<file path="config.mk">
export PLATFORM = sky130hd
export DESIGN_NAME = mem_arbiter
export DESIGN_NICKNAME = d
export VERILOG_FILES = /design/src/rtl/mem_arbiter.sv
export SDC_FILE = /design/constraint.sdc
export NUM_CORES = 1
export LEC_CHECK = 0
export CAP_MARGIN = 20
export CORE_UTILIZATION = 46
export DETAILED_ROUTE_END_ITERATION = 8
export PLACE_DENSITY_LB_ADDON = 0.08
export SETUP_SLACK_MARGIN = 0.05
export SLEW_MARGIN = 20
export SYNTH_ARGS = -nofsm -noshare
export SYNTH_HDL_FRONTEND = slang
export SYNTH_SLANG_ARGS = --single-unit
</file>
<file path="constraint.sdc">
create_clock -name clk -period 6.99 [get_ports clk]
set_input_delay 1.398 -clock clk [delete_from_list [all_inputs] [get_ports clk]]
set_output_delay 1.398 -clock clk [all_outputs]
set_load 0.005 [all_outputs]
</file>
<file path="src/rtl/mem_arbiter.sv">
// Round-robin arbiter sharing one 16-bit memory port between instruction line
// fills and data line fills / single-word write-through.
module mem_arbiter #(
  parameter int ADDR_WIDTH = 16,
  parameter int BURST_LEN  = 8
) (
  input  logic                         clk,
  input  logic                         rst,
  input  logic                         if_req,
  input  logic [ADDR_WIDTH-1:0]        if_addr,
  output logic                         if_ack,
  output logic                         if_data_valid,
  output logic [15:0]                  if_data,
  output logic [$clog2(BURST_LEN)-1:0] if_word_idx,
  output logic                         if_done,
  input  logic                         dm_req,
  input  logic                         dm_wr,
  input  logic [ADDR_WIDTH-1:0]        dm_addr,
  input  logic [15:0]                  dm_wdata,
  output logic                         dm_ack,
  output logic                         dm_data_valid,
  output logic [15:0]                  dm_data,
  output logic [$clog2(BURST_LEN)-1:0] dm_word_idx,
  output logic                         dm_done,
  output logic                         mem_enable,
  output logic                         mem_wr,
  output logic [ADDR_WIDTH-1:0]        mem_addr,
  output logic [15:0]                  mem_data_in,
  input  logic [15:0]                  mem_data_out
);

  localparam int IDX_W = $clog2(BURST_LEN);
  localparam int OFFS_W = IDX_W + 1;
  localparam logic [IDX_W-1:0] LAST_IDX = IDX_W'(BURST_LEN - 1);

  typedef enum logic [1:0] {IDLE, IFILL, DFILL, DWRITE} state_t;

  state_t                  state_q, state_d;
  logic                    last_dm_q;
  logic [IDX_W-1:0]        count_q;
  logic [ADDR_WIDTH-1:1]   addr_q;
  logic [15:0]             wdata_q;
  logic                    if_valid_q, if_done_q, dm_valid_q, dm_done_q;
  logic [15:0]             if_data_q, dm_data_q;
  logic [IDX_W-1:0]        if_idx_q, dm_idx_q;
  logic                    gnt_if, gnt_dm;
  logic                    unused_addr_lsb;

  // Byte-lane bit is never used: fills are line aligned, writes are word aligned.
  assign unused_addr_lsb = if_addr[0] ^ dm_addr[0];

  always_comb begin
    gnt_if  = 1'b0;
    gnt_dm  = 1'b0;
    state_d = state_q;
    unique case (state_q)
      IDLE: begin
        if (if_req && dm_req) begin
          gnt_if = last_dm_q;
          gnt_dm = !last_dm_q;
        end else begin
          gnt_if = if_req;
          gnt_dm = dm_req;
        end
        if (gnt_if)      state_d = IFILL;
        else if (gnt_dm) state_d = dm_wr ? DWRITE : DFILL;
      end
      IFILL, DFILL: if (count_q == LAST_IDX) state_d = IDLE;
      DWRITE:       state_d = IDLE;
      default:      state_d = IDLE;
    endcase
  end

  assign if_ack = gnt_if;
  assign dm_ack = gnt_dm;

  // Memory port decoded from registered state so reset drops it instantly.
  always_comb begin
    mem_enable  = 1'b0;
    mem_wr      = 1'b0;
    mem_addr    = '0;
    mem_data_in = '0;
    unique case (state_q)
      IFILL, DFILL: begin
        mem_enable = 1'b1;
        mem_addr   = {addr_q[ADDR_WIDTH-1:OFFS_W], count_q, 1'b0};
      end
      DWRITE: begin
        mem_enable  = 1'b1;
        mem_wr      = 1'b1;
        mem_addr    = {addr_q, 1'b0};
        mem_data_in = wdata_q;
      end
      default: ;
    endcase
  end

  always_ff @(posedge clk or posedge rst) begin
    if (rst) begin
      state_q    <= IDLE;
      last_dm_q  <= 1'b0;
      count_q    <= '0;
      addr_q     <= '0;
      wdata_q    <= '0;
      if_valid_q <= 1'b0;
      if_done_q  <= 1'b0;
      dm_valid_q <= 1'b0;
      dm_done_q  <= 1'b0;
      if_data_q  <= '0;
      dm_data_q  <= '0;
      if_idx_q   <= '0;
      dm_idx_q   <= '0;
    end else begin
      state_q    <= state_d;
      if_valid_q <= 1'b0;
      if_done_q  <= 1'b0;
      dm_valid_q <= 1'b0;
      dm_done_q  <= 1'b0;
      unique case (state_q)
        IDLE: begin
          if (gnt_if || gnt_dm) begin
            count_q   <= '0;
            last_dm_q <= gnt_dm;
            addr_q    <= gnt_dm ? dm_addr[ADDR_WIDTH-1:1] : if_addr[ADDR_WIDTH-1:1];
            if (gnt_dm) wdata_q <= dm_wdata;
          end
        end
        IFILL: begin
          if_data_q  <= mem_data_out;
          if_idx_q   <= count_q;
          if_valid_q <= 1'b1;
          if_done_q  <= (count_q == LAST_IDX);
          count_q    <= count_q + 1'b1;
        end
        DFILL: begin
          dm_data_q  <= mem_data_out;
          dm_idx_q   <= count_q;
          dm_valid_q <= 1'b1;
          dm_done_q  <= (count_q == LAST_IDX);
          count_q    <= count_q + 1'b1;
        end
        DWRITE:  dm_done_q <= 1'b1;
        default: ;
      endcase
    end
  end

  assign if_data_valid = if_valid_q;
  assign if_data       = if_data_q;
  assign if_word_idx   = if_idx_q;
  assign if_done       = if_done_q;
  assign dm_data_valid = dm_valid_q;
  assign dm_data       = dm_data_q;
  assign dm_word_idx   = dm_idx_q;
  assign dm_done       = dm_done_q;

endmodule
</file>
### After elaboration in Yosys (flattened, before gate mapping)

Cells that the tools add are included.

* register bits: 79
* bits of input ports: 69
* output and inout bits: 78
* word-level logic and storage cells: 54

* add/subtract/negate cells: 1
* equality and inequality tests: 7
* multiplexer cells: 22
* reduce and logical (&&, ||, !) cells: 11

Operators by type and width (number)
* $pmux 16 s2: 1
* $mux 16: 1
* $mux 15: 1
* $mux 1: 12
* $mux 2: 3
* $pmux 2 s3: 1
* $pmux 3 s2: 1
* $reduce_and 2->1: 3
* $eq 2x2->1 const B: 2
* $add 3x1->3 const B: 1
* $eq 3x3->1 const B: 1
* $mux 3: 1
* $ne 3x3->1 const B: 1
* $reduce_and 3->1: 1
* $reduce_or 3->1: 1
* $eq 2x1->1 const B: 1
* $logic_not 2->1: 1
* $ne 2x1->1 const B: 1
* $ne 2x2->1 const B: 1
* $pmux 1 s2: 1
* $reduce_bool 2->1: 1
* $reduce_or 2->1: 1
* $logic_and 1x1->1: 1
* $logic_not 1->1: 1
* $logic_or 1x1->1: 1

### Depth between registers and ports, before layout

* depth in word-level cells: 7
* mapped depth: 7

### Worst setup path after synthesis

Ideal clock, no wire load.

* kind: input port to output port
* start: in if_req
* end: out dm_ack
* arrival time: 1948 ps
* path slack: 3644 ps
* stages on the path: 4
* path buffers: 2
* cells stage by stage: and2_1 -> buf_6 -> nor2_8 -> buf_12

* word-level cells in the longest chain between the ends: 4

RTL lines
* start, declared: RTL line 9 `input logic if_req,`
* $logic_and 1x1->1: RTL line 58 `if (if_req && dm_req) begin`
* $mux 1: RTL line 58
* $mux 1 (2 in a row): RTL line 56 `unique case (state_q)`
* end, declared: RTL line 20 `output logic dm_ack,`

Every way passes these cells. The select of a mux whose other input is x is not followed.

### Worst setup path in the final report

* start: in dm_req
* end: out dm_ack

* word-level cells in the longest chain between the ends: 4

RTL lines
* start, declared: RTL line 16 `input logic dm_req,`
* $logic_and 1x1->1: RTL line 58
* $mux 1 (*): RTL line 58
* $mux 1 (*) (2 in a row): RTL line 56

Every way passes the cells marked *; elsewhere a longest branch is shown, timed or not. The select of a mux whose other input is x is not followed.

==> metrics.txt <==
ratio of cells with drive above 1 in the final layout 17.4%; Worst setup EP type output pin; Compound-Gate Fraction of Synth Area 7.76%; Internal Power 0.00147 W; Power Density 417 nW/um2; simple-gate share of the synthesized area 11.8%; area grow syn2layout 45.9%; final period utilization 68.5%; EDFF count, synth 0; Floorplan Core Area 7370 um2; placer's final routability congestion estimate 0.715; main combinational cell family by area after synthesis multiplexers; hold_buf cts 0; Vias 2682; Worst-path clk slew 80 ps; post-cts sizing count 0; CP max FO 17; r2r setup slk 4580 ps; DRT iter0 DRCs 74; initial antenna violation count 0; FMAX 209 MHz; Max IR drop VDD 196 uV; antenna violation net count after detailed routing 0; die area 8100 um2; Clock Latency Late Sink 350 ps; Most used DFF post-synth dfrtp_1; Tot GR Track Use 20.8%; vias per inst 5.06; TritonCTS Buffers 9; Setup Buffers After CTS 0; Longest Clk Path Bufs 2; Reg power frac 37.0%; CTS tree yes; HP Class flop to flop; # rows 31; number of global-route vias before repair 2720; outcome completed; post-route DRC violation count 0; minimum clock period 4790 ps; post-synthesis mux area share 18.3%; Max Clock Skew 12.6 ps; Max H-tree Level 3; Root Driver clkbuf_8; worst setup path category input pin to output pin; Setup Viol. Count Final 0; Synth Cell Area 3560 um2; max cap viols 0; clock power share 14.3%; dpl hpwl 5620 um; Sw Pwr 0.000700 W; final wirelength 8060 um; post-synthesis sequential area ratio 55.5%; port buffer count 143; RSZ-0062 raised after global routing false; Least-Margin Pin Slew 969 ps; Post-synth ARST share 100%; first-pass GRT wire length 13300 um; sw frac 32.3%; mean post-synth cell area 12.3 um2; utilization after layout 70.5%; sum of negative setup slack 0 ps; Adder-Cell Fraction of Synth Area 2.81%; largest net degree at the start of global routing 80; first-pass iteration count of the detailed router 4; syn nets 367; io pins 147; Final Max Slew Viols 0; Hold Fails Final Rpt 0; WP data required 5590 ps; clock sinks 79; grt ovf 0; die height 90 um; startpoint types input pin; FILL cells 558; Distinct cells, synth 31; FF+latch count, synth 79; synth warn 0; Antenna diodes 0; P_leak 2.15 nW; Routed wire per std cell 15.2 um; nets@finish 503; die width 90 um; XOR/XNOR Fraction of Synth Area 0%; Arr. time, crit path 3390 ps; Slew HR 35.4%; Starting Density 48.3%; Cells after Synth 290; Comb power frac 48.7%
## stage by stage
step                      cell area [um2]  hold slack [ps]  power, W  setup slack (ps)  cells
final                                5200              504   0.00217              2200    530
after global routing                 5200              519   0.00232              2100    530
after CTS                            5190              507   0.00219              2200    530
after detailed placement             5010              485   0.00188              2200    514
after global placement               5010              481   0.00184              2220    514
after floorplan                      3560              473   0.00137              3570    290
## power by group through the flow
stage	Sequential [W]	Combinational, W	Clock, W
floorplan	0.000797	0.000572	0
global placement	0.000796	0.00105	0
detailed placement	0.000812	0.00107	0
CTS	0.000803	0.00107	0.000319
global route	0.000835	0.00114	0.000340
finish	0.000801	0.00106	0.000310
## state kept, by name, indices dropped and copies added, names as in the netlist
signal and count:
dm_data 16, if_data 16, wdata_q 16, addr_q 15
count_q 3, dm_word_idx 3, if_word_idx 3, state_q 2
dm_data_valid 1, dm_done 1, if_data_valid 1, if_done 1
last_dm_q 1
## metal layers
| layer | wire length [um] | part of all wire, % | track usage [%] | vias to the layer above |
|---|---|---|---|---|
| met4 | 167 | 2.1 | 8.74 | 0 |
| li1 | - | - | - | 1280 |
| met3 | 398 | 4.9 | 4.65 | 17 |
| met2 | 3890 | 48 | 32.8 | 92 |
| met1 | 3600 | 45 | 27.8 | 1293 |
| met5 | 0 | 0 | 0 | - |
## final cells by class
type / count / area [um2] / area share [%]
sequential: 79 / 1980 / 38.0
clock inverter: 7 / 56.3 / 1.08
timing repair buffer: 144 / 1440 / 27.8
inverter: 5 / 20.0 / 0.385
tap: 99 / 124 / 2.38
clock buffer: 9 / 124 / 2.38
multi-input combinational: 187 / 1450 / 28.0
## cells in the final DEF, fill, tap and decap left out, drive strengths merged
master and instances:
a31oi 15, and2 30, and3 1, o21ai 16, nand2 2, ha 8
dfrtp 79, inv 6, clkbuf 9, nand2b 2, o21a 1, a21oi 5
clkinvlp 3, a22oi 3, a22o 1, nand3 15, nor2 25, o211a 1
nor2b 2, clkdlybuf4s50 143, mux2 55, clkinv 3, nor3b 1, a32o 2
o41ai 1, buf 1, conb 1
## critical path, cell delays in order
cell and delay (ps):
clkdlybuf4s50_1 540, nand2_1 400, nor2_8 470, clkdlybuf4s50_1 570
## synth_stat cells (2+ instances only)
| cell | count | area [um2] |
|---|---|---|
| a31oi_1 | 15 | 93.8 |
| inv_1 | 5 | 18.8 |
| nand3_1 | 15 | 75.1 |
| nand2b_1 | 2 | 12.5 |
| a21oi_1 | 5 | 25.0 |
| nor2b_1 | 2 | 12.5 |
| o21ai_0 | 16 | 80.1 |
| mux2_4 | 9 | 135 |
| a32o_1 | 2 | 20.0 |
| and2_1 | 30 | 188 |
| ha_1 | 8 | 100 |
| nand2_1 | 2 | 7.51 |
| nor2_1 | 24 | 90.1 |
| clkbuf_1 | 6 | 22.5 |
| a22oi_1 | 3 | 22.5 |
| clkbuf_2 | 2 | 10.0 |
| buf_2 | 6 | 30.0 |
| buf_4 | 2 | 15.0 |
| dfrtp_1 | 79 | 1980 |
| mux2_2 | 46 | 518 |
## final timing paths
kind	endpoint	cells past startpoint	from
worst max-delay path	dm_ack	4	dm_req
worst min-delay path	wdata_q[15]	1	wdata_q[15]
worst max register to register	wdata_q[9]	5	state_q[0]
worst min register to register	wdata_q[15]	1	wdata_q[15]
max in group asynchronous	addr_q[14]	3	rst
min in group asynchronous	if_data[14]	3	rst
## cell families (layout without fill, tap and decap cells)
family | count (synthesis) | count (layout)
multiplexers | 55 | 55
adder cells (fa/ha/maj) | 8 | 8
AND/OR/NAND/NOR | 78 | 78
other | 1 | 1
flip-flops | 79 | 79
buffers and inverters | 24 | 165
AO/OA/AOI/OAI | 45 | 45
No activity file was read; power rests on OpenSTA's default activity.
